`src/rtl/alu_pkg.sv`:
```
`default_nettype none
// ============================================================================
// Module   : alu_pkg
// Purpose  : Shared ALU widths, select codes and the request record type.
// Revision : 1.0 - initial release
// ============================================================================
package alu_pkg;

    localparam int ALU_W   = 16;
    localparam int ALU_OPW = 3;

    localparam logic [ALU_OPW-1:0] c_ADD = 3'b000;
    localparam logic [ALU_OPW-1:0] c_SUB = 3'b001;
    localparam logic [ALU_OPW-1:0] c_AND = 3'b010;
    localparam logic [ALU_OPW-1:0] c_OR  = 3'b011;
    localparam logic [ALU_OPW-1:0] c_DEC = 3'b100;
    localparam logic [ALU_OPW-1:0] c_INC = 3'b101;
    localparam logic [ALU_OPW-1:0] c_NOT = 3'b110;
    localparam logic [ALU_OPW-1:0] c_XOR = 3'b111;

    typedef struct packed {
        logic [ALU_OPW-1:0] op;
        logic [ALU_W-1:0]   a;
        logic [ALU_W-1:0]   b;
    } alu_req_t;

endpackage
`default_nettype wire

```
`src/rtl/alu_req_fifo.sv`:
```
`default_nettype none
// ============================================================================
// Module   : alu_req_fifo
// Purpose  : Synchronous FIFO of ALU requests with head peek, full/empty/count.
// Revision : 1.0 - initial release
// ============================================================================
module alu_req_fifo
    import alu_pkg::*;
#(
    parameter int DEPTH = 4
) (
    input  logic                   clk,
    input  logic                   rst,
    input  logic                   push,
    input  alu_req_t               push_data,
    input  logic                   pop,
    output alu_req_t               head,
    output logic                   full,
    output logic                   empty,
    output logic [$clog2(DEPTH):0] count
);

    localparam int AW = $clog2(DEPTH);
    localparam int CW = AW + 1;

    alu_req_t        r_mem [DEPTH];
    logic [AW-1:0]   r_wr_ptr;
    logic [AW-1:0]   r_rd_ptr;
    logic [CW-1:0]   r_count;
    logic            w_do_push;
    logic            w_do_pop;

    assign full      = (r_count == CW'(DEPTH));
    assign empty     = (r_count == '0);
    assign count     = r_count;
    assign head      = r_mem[r_rd_ptr];
    assign w_do_push = push && !full;
    assign w_do_pop  = pop && !empty;

    // Storage carries no reset; only pointers and occupancy define validity.
    always_ff @(posedge clk) begin
        if (w_do_push) begin
            r_mem[r_wr_ptr] <= push_data;
        end
    end

    always_ff @(posedge clk) begin
        if (rst) begin
            r_wr_ptr <= '0;
            r_rd_ptr <= '0;
            r_count  <= '0;
        end else begin
            if (w_do_push) begin
                r_wr_ptr <= r_wr_ptr + 1'b1;
            end
            if (w_do_pop) begin
                r_rd_ptr <= r_rd_ptr + 1'b1;
            end
            case ({w_do_push, w_do_pop})
                2'b10:   r_count <= r_count + 1'b1;
                2'b01:   r_count <= r_count - 1'b1;
                default: r_count <= r_count;
            endcase
        end
    end

endmodule
`default_nettype wire

```
`src/rtl/alu_issue_stage.sv`:
```
`default_nettype none
// ============================================================================
// Module   : alu_issue_stage
// Purpose  : Buffers ALU requests, drives the FIFO head to the combinational
//            ALU and registers result/flags behind a valid/ready handshake.
//            Optional statistics ports enabled by ALU_ISSUE_STATS_EN.
// Revision : 1.0 - initial release
// ============================================================================
module alu_issue_stage
    import alu_pkg::*;
#(
    parameter int WIDTH = 16,
    parameter int OPW   = 3,
    parameter int DEPTH = 4
) (
    input  logic             clk,
    input  logic             rst,
    input  logic             in_valid,
    output logic             in_ready,
    input  logic [WIDTH-1:0] in_a,
    input  logic [WIDTH-1:0] in_b,
    input  logic [OPW-1:0]   in_op,
    output logic [WIDTH-1:0] alu_a,
    output logic [WIDTH-1:0] alu_b,
    output logic [OPW-1:0]   alu_sel,
    input  logic [WIDTH-1:0] alu_res,
    input  logic             alu_cout,
    output logic             out_valid,
    input  logic             out_ready,
    output logic [WIDTH-1:0] out_result,
    output logic             out_carry,
    output logic             out_zero,
`ifdef ALU_ISSUE_STATS_EN
    output logic             out_neg,
    output logic [15:0]      op_count,
    output logic             stall_seen
`else
    output logic             out_neg
`endif
);

    localparam int CW = $clog2(DEPTH) + 1;

    alu_req_t         w_req;
    alu_req_t         w_head;
    logic             w_full;
    logic             w_empty;
    logic [CW-1:0]    w_count;
    logic             w_push;
    logic             w_cap;

    logic             r_out_valid;
    logic [WIDTH-1:0] r_out_result;
    logic             r_out_carry;
    logic             r_out_zero;
    logic             r_out_neg;

    assign w_req.op = in_op;
    assign w_req.a  = in_a;
    assign w_req.b  = in_b;

    // Full is judged on current occupancy only; a same-cycle pop does not free a slot.
    assign in_ready = !w_full;
    assign w_push   = in_valid && in_ready;
    assign w_cap    = (w_count != '0) && (!r_out_valid || out_ready);

    alu_req_fifo #(
        .DEPTH     (DEPTH)
    ) u_fifo (
        .clk       (clk),
        .rst       (rst),
        .push      (w_push),
        .push_data (w_req),
        .pop       (w_cap),
        .head      (w_head),
        .full      (w_full),
        .empty     (w_empty),
        .count     (w_count)
    );

    assign alu_a   = w_empty ? '0 : w_head.a;
    assign alu_b   = w_empty ? '0 : w_head.b;
    assign alu_sel = w_empty ? '0 : w_head.op;

    always_ff @(posedge clk) begin
        if (rst) begin
            r_out_valid  <= 1'b0;
            r_out_result <= '0;
            r_out_carry  <= 1'b0;
            r_out_zero   <= 1'b0;
            r_out_neg    <= 1'b0;
        end else if (w_cap) begin
            r_out_valid  <= 1'b1;
            r_out_result <= alu_res;
            r_out_carry  <= alu_cout;
            r_out_zero   <= (alu_res == '0);
            r_out_neg    <= alu_res[WIDTH-1];
        end else if (out_ready) begin
            r_out_valid  <= 1'b0;
        end
    end

    assign out_valid  = r_out_valid;
    assign out_result = r_out_result;
    assign out_carry  = r_out_carry;
    assign out_zero   = r_out_zero;
    assign out_neg    = r_out_neg;

`ifdef ALU_ISSUE_STATS_EN
    logic [15:0] r_op_count;
    logic        r_stall_seen;

    always_ff @(posedge clk) begin
        if (rst) begin
            r_op_count   <= '0;
            r_stall_seen <= 1'b0;
        end else begin
            if (w_cap) begin
                r_op_count <= r_op_count + 1'b1;
            end
            if (in_valid && !in_ready) begin
                r_stall_seen <= 1'b1;
            end
        end
    end

    assign op_count   = r_op_count;
    assign stall_seen = r_stall_seen;
`endif

endmodule
`default_nettype wire

```
`config.mk`:
```
export PLATFORM = sky130hd
export DESIGN_NAME = alu_issue_stage
export DESIGN_NICKNAME = d
export VERILOG_FILES = /design/src/rtl/alu_pkg.sv /design/src/rtl/alu_req_fifo.sv /design/src/rtl/alu_issue_stage.sv
export SDC_FILE = /design/constraint.sdc
export NUM_CORES = 1
export LEC_CHECK = 0
export ABC_AREA = 1
export ABC_CLOCK_PERIOD_IN_PS = 2600
export CELL_PAD_IN_SITES_DETAIL_PLACEMENT = 0
export CELL_PAD_IN_SITES_GLOBAL_PLACEMENT = 1
export CORE_AREA = 2 2 135 137
export CTS_BUF_LIST = sky130_fd_sc_hd__clkbuf_8
export CTS_CLUSTER_DIAMETER = 40
export DETAILED_ROUTE_END_ITERATION = 10
export DIE_AREA = 0 0 137 139
export PLACE_DENSITY_LB_ADDON = 0.1
export SYNTH_ARGS = -nofsm -noshare
export SYNTH_HDL_FRONTEND = slang
export SYNTH_HIERARCHICAL = 1
export SYNTH_SLANG_ARGS = --single-unit
```
`constraint.sdc`:
```
create_clock -name clk -period 2.6 [get_ports clk]
set_input_delay 0.52 -clock clk [delete_from_list [all_inputs] [get_ports clk]]
set_output_delay 0.52 -clock clk [all_outputs]
set_load 0.02 [all_outputs]
```
==> reports/metrics.yaml, run 1 <==
run_status: "finished clean"
slowest_stage: "dfxtp_4"
syn2layout_area_growth_pct: 27.4
tightest_slew_ns: 0.498
ant_nets: 0
synth-edff-count: 140
cts_buffers: 17
placed_cell_area_um2: 8210
final_hold_viol_count: 0
netlist.area_leader.share: 0.625
die_x_um: 137
dieHeight_um: 139
netlist.top_cell.by_area: "edfxtp_1"
arrival_ns: 1.92
rows: 49
synth_cell_types: 25
hold_path.class: "reg2reg"
synth-main-ff-cell: "edfxtp_1"
drtPass1Iterations: 4
io_pins: 112
dr_wl_met2_um: 7170
wirelength_um: 14700
setup_viol: 0
critPathKind: "reg2out"
cp.required_ns: 2.08
min_period_over_period: 0.939
syn_area_per_cell_um2: 11.4
holdWs_ns: 0.491
n_antenna_cell: 0
grt_max_degree: 36
final_area_um2: 8560
vias_per_cell: 4.73
clk_pin_slew_ns: 0.09
p_leak_nw: 3.27
finalClockSkew_ns: 0.0102
hpwl_um: 9330
grtUsageTotal: 0.161
post_cts_buffers: 0
antenna_found_initial: 1
drv_cap: 0
clock_sinks: 168
postSynthCellCount: 590
synthArstFlopShare: 0
clock_path_buffers: 2
synth_area_leaders: "edfxtp_1 (63%), nor2_1 (8.8%), dfxtp_1 (8.3%)"
postCtsHoldBufs: 0
grt_pass1_wl_um: 23400
ir_drop_mv: 0.607
setup_ws_ns: 0.158
ys_ff_latch: 168
detail_route.wl_per_cell_um: 15.5
met1Wirelength_um: 6530
die_area_um2: 19000
nNetsFinal: 773
route.detailed.drc: 0
ys_seq_area_frac: 0.709
cts_tree: "built"
start_util: 0.381
slowest_delay_ns: 0.46
yosysMostFrequentCell: "nor2_1"
wl_met3_um: 917
clockRootBuffer: "clkbuf_8"
endpoint_kind: "output port"
yosysWarnings: 6
cp_max_fo: 14
first_iter_violations: 204
vias: 4509
synth_common_cells: "nor2_1 (157), edfxtp_1 (140), o21ai_0 (66)"
clk_latency_ns: 0.44
dp_slack_ns: 0.142
io_buffers: 111
fin_crit_ns: 2.44
drv_slew: 0
power_density_nw_per_um2: 1150
path_cells: "buf_4 > o21ai_0 > o22ai_1 > inv_1 > nor2_1 > dlygate4sd2_1"
htree_num_levels: 4
grt_pass1_vias: 4527
max_slew_margin: 0.668
top_layer: "met4"
synth_area_um2: 6720
start_kind: "flop"
syn-num-nets: 652
core_um2: 17700
num-fill-cells: 1595
layout-drive-gt1-share: 0.105
timing.fmax_mhz: 409
rsz0062_at_grt: "no"
grt_overflow: 0
gp_congestion: 0.711
final timing paths:
| kind | start | to | slack (ns) | depth (start not counted) |
|---|---|---|---|---|
| worst max-delay path | flop | alu_a[13] | 0.16 | 6 |
| worst min-delay path | out_result[13] | out_result[13] | 0.49 | 2 |
| worst max register to register | u_fifo/count[1] | u_fifo/count[1] | 0.59 | 9 |
| worst min register to register | out_result[13] | out_result[13] | 0.49 | 2 |
logic make-up after synthesis:
group | count (synthesis) | synth area share
compound gates | 130 | 0.104
simple gates | 193 | 0.111
fa+ha+maj | 6 | 0.0123
flops | 168 | 0.709
buf+inv | 93 | 0.0638
flip-flops by register name, indices dropped and copies added (netlist names), named ones only:
signal and flops:
out_result 16, u_fifo/r_rd_ptr 2, out_carry 1, u_fifo/r_mem 140
out_valid 1, u_fifo/r_wr_ptr 2, u_fifo/count 3, out_zero 1
metrics by stage:
step                       util  setup TNS, ns  std cells  total power (W)
after floorplan               -         -27.33        590          0.00647
after global placement    0.465              0        921          0.00842
after detailed placement  0.465              0        921          0.00846
after CTS                 0.486              0        953           0.0100
after global routing      0.485              0        953           0.0106
final                     0.485              0        953          0.00985
cells in the final DEF, fill, tap and decap left out:
cell | Yosys | routed
nand2_2 | 3 | 3
edfxtp_1 | 140 | 140
buf_4 | 4 | 10
clkinvlp_4 | 0 | 1
clkdlybuf4s15_1 | 0 | 2
fa_1 | 1 | 1
o21ai_1 | 23 | 23
o21ai_0 | 66 | 66
clkinv_4 | 0 | 3
buf_12 | 1 | 7
dfxtp_1 | 28 | 26
buf_8 | 0 | 2
clkbuf_2 | 2 | 7
bufinv_16 | 0 | 1
dlygate4sd2_1 | 0 | 26
nor2_4 | 0 | 4
nand2_1 | 24 | 24
inv_1 | 60 | 61
a21oi_1 | 5 | 5
clkdlybuf4s50_1 | 0 | 76
inv_2 | 1 | 1
nand3_1 | 5 | 5
nor2_1 | 157 | 153
nor2_2 | 4 | 4
clkbuf_8 | 0 | 19
buf_6 | 2 | 2
clkinv_2 | 1 | 1
a21oi_2 | 1 | 1
inv_4 | 0 | 3
ha_1 | 5 | 5
dfxtp_4 | 0 | 2
inv_6 | 0 | 2
inv_8 | 1 | 3
o22ai_1 | 35 | 35
where the power goes:
part           internal (W)  total [W]  switching [W]
logic               0.00165    0.00440        0.00275
clock network      0.000821    0.00177       0.000949
registers           0.00346    0.00367       0.000217
layout make-up:
type / instances / area (um2) / share of cell area
clock buffer: 19 / 262 / 0.0305
clock inverter: 13 / 120 / 0.0140
tap: 229 / 287 / 0.0335
multi-input combinational: 329 / 1560 / 0.182
timing repair buffer: 132 / 1310 / 0.153
sequential: 168 / 4770 / 0.557
inverter: 63 / 251 / 0.0294
repair_timing:
action	4_1_cts	5_1_grt
gates resized for setup	42	19
hold endpoints to repair	0	0
setup endpoints to repair	35	12
worst max-delay path: cells and delay by family (launching register included):
| kind | cells | cell delay, ns |
|---|---|---|
| compound gates | 2 | 0.26 |
| buf+inv | 3 | 0.63 |
| simple gates | 1 | 0.13 |
| flops | 1 | 0.46 |
metal layers:
metal  vias to the layer above  track usage
li1                       2255            -
met4                         0       0.0526
met1                      2137        0.200
met3                         6       0.0552
met2                       111        0.262
met5                         -            0
No activity file was read; power rests on OpenSTA's default activity.
==> inputs of run 2 (changes only) <==
GPL_TIMING_DRIVEN = 0   (was default)
==> run 2 against run 1 <==
  * Power is 6.1% higher
  * Sequential share of layout area is 0.99 points lower
  * Sequential cell count stayed put
  * Sequential power hardly changed
  * Highest routed layer unchanged
  * Worst hold slack worse by 0.0025 ns
  * Die area stayed put
==> reports/metrics.yaml, run 2 (synthesis gave the netlist of run 1 again) <==
run_status: "finished clean"  # unchanged
clk_pin_slew_ns: 0.08  # was 0.09 ns
largest_reg_flops: 140  # unchanged
grt_overflow: 0  # unchanged
vias_per_cell: 4.81  # was 4.73
p_leak_nw: 3.34  # was 3.27 nW
io_buffers: 111  # unchanged
clock_path_buffers: 2  # unchanged
ant_nets: 0  # unchanged
die_x_um: 137  # unchanged
htree_num_levels: 4  # unchanged
ir_drop_mv: 0.583  # was 0.607 mV
n_antenna_cell: 0  # unchanged
cts_buffers: 17  # unchanged
gp_congestion: 0.760  # was 0.711
wirelength_um: 15800  # was 14,700 um
max_slew_margin: 0.451  # was 0.668
endpoint_kind: "output port"  # unchanged
postCtsHoldBufs: 0  # unchanged
detail_route.wl_per_cell_um: 16.4  # was 15.5 um
route.detailed.drc: 0  # unchanged
cp.required_ns: 2.08  # about the same
start_util: 0.381  # unchanged
setup_viol: 0  # unchanged
tightest_slew_ns: 0.822  # was 0.498 ns
nNetsFinal: 786  # was 773
grt_pass1_wl_um: 24600  # was 23,400 um
clock_sinks: 168  # unchanged
path_buf_inv: 4  # was 3
finalClockSkew_ns: 0.00765  # was 0.0102 ns
fin_crit_ns: 2.46  # was 2.44 ns
timing.fmax_mhz: 406  # was 409 MHz
final_cell_mix: "nor2_1 (153), edfxtp_1 (140), clkdlybuf4s50_1 (76), o21ai_0 (63), inv_1 (62)"  # was nor2_1 (153), edfxtp_1 (140), clkdlybuf4s50_1 (76), o21ai_0 (66), inv_1 (61)
clockRootBuffer: "clkbuf_8"  # unchanged
io_pins: 112  # unchanged
grtUsageTotal: 0.172  # was 0.161
rows: 49  # unchanged
antenna_found_initial: 0  # was 1
cp_max_fo: 10  # was 14
instances_no_fill: 966  # was 953
top_register: "u_fifo/r_mem"  # unchanged
clk_latency_ns: 0.44  # about the same
arrival_ns: 1.94  # was 1.92 ns
dpl.cell_count: 934  # was 921
path_cells: "buf_6 > clkbuf_4 > o21ai_0 > o22ai_1 > inv_1 > nor2_1 > dlygate4sd2_1"  # was buf_4 > o21ai_0 > o22ai_1 > inv_1 > nor2_1 > dlygate4sd2_1
fin_tns_setup_ns: 0  # unchanged
vias: 4647  # was 4,509
die_area_um2: 19000  # unchanged
drtPass1Iterations: 4  # unchanged
drv_cap: 0  # unchanged
final_common_cell: "nor2_1"  # unchanged
setup_ws_ns: 0.138  # was 0.158 ns
crit_family: "buffers and inverters"  # unchanged
core_um2: 17700  # unchanged
rsz0062_at_grt: "no"  # unchanged
dieHeight_um: 139  # unchanged
critPathKind: "reg2out"  # unchanged
slowest_delay_ns: 0.35  # was 0.46 ns
power_density_nw_per_um2: 1200  # was 1150 nW/um2
grt_max_degree: 22  # was 36
syn2layout_area_growth_pct: 29.5  # was 27.4%
slowest_stage: "dfxtp_1"  # was dfxtp_4
min_period_over_period: 0.947  # was 0.939
cts_tree: "built"  # unchanged
dp_slack_ns: -0.166  # was 0.142 ns
drv_slew: 0  # unchanged
final_hold_viol_count: 0  # unchanged
layout-drive-gt1-share: 0.123  # was 0.105
hpwl_um: 10400  # was 9330 um
hold_path.class: "reg2reg"  # unchanged
start_kind: "flop"  # unchanged
fin_util: 0.493  # was 0.485
first_iter_violations: 316  # was 204
grt_pass1_vias: 4644  # was 4,527
-- run 2: cell count changes in the layout (fill, tap and decap cells not counted), moves of 3 or more --
cell | before | now
clkbuf_2 | 7 | 13
clkdlybuf4s15_1 | 2 | 5
buf_12 | 7 | 2
buf_2 | 0 | 3
o21ai_0 | 66 | 63
o21ai_1 | 23 | 26
dlygate4sd2_1 | 26 | 18
bufinv_16 | 1 | 6
buf_4 | 10 | 17
buf_16 | 0 | 3
-- run 2: what timing repair did --
item / CTS / global route
endpoints found under the setup margin: 35 / 28
pin swaps: 0 / 0
buffers inserted: 0 / 0
resized for setup: 57 / 37
-- run 2: worst paths after layout --
check	startpoint	endpoint	slack, ns	cells past startpoint
setup / recovery	flop	alu_sel[1]	0.14	7
hold reg to reg	out_carry	out_carry	0.49	2
hold / removal	out_carry	out_carry	0.49	2
setup reg to reg	u_fifo/count[1]	u_fifo/r_mem[3][27]	0.29	7
-- run 2: layout make-up --
| class | count | area (um2) |
|---|---|---|
| timing repair buffer | 115 | 1130 |
| clock buffer | 17 | 234 |
| fill | 1590 | 8950 |
| sequential | 168 | 4770 |
| buffer | 30 | 245 |
| multi-input combinational | 329 | 1560 |
| inverter | 63 | 246 |
| tap | 229 | 287 |
| clock inverter | 15 | 234 |
-- run 2: through the flow --
stage / hold slack (ns) / total power, W / instance area [um2]
floorplan: 0.459 / 0.00647 / 6720
global placement: 0.467 / 0.00850 / 8120
detailed placement: 0.476 / 0.00862 / 8250
CTS: 0.497 / 0.0106 / 8730
global route: 0.522 / 0.0111 / 8700
finish: 0.488 / 0.0105 / 8700
-- run 2: power by group --
| part | switching, W | internal, W |
|---|---|---|
| clock | 0.000901 | 0.00123 |
| combinational | 0.00293 | 0.00174 |
| sequential | 0.000193 | 0.00345 |
| total | 0.00403 | 0.00643 |
-- run 2: layer usage --
metal	wire length, um	global-route usage
met5	0	0
met4	227	0.0613
met3	940	0.0493
met2	7710	0.282
met1	6920	0.217
-- run 2: worst min-delay path, cell delays in order, from the launching register on --
cell and delay [ns]:
dfxtp_1 0.33, nor2_1 0.05, nor2_1 0.08
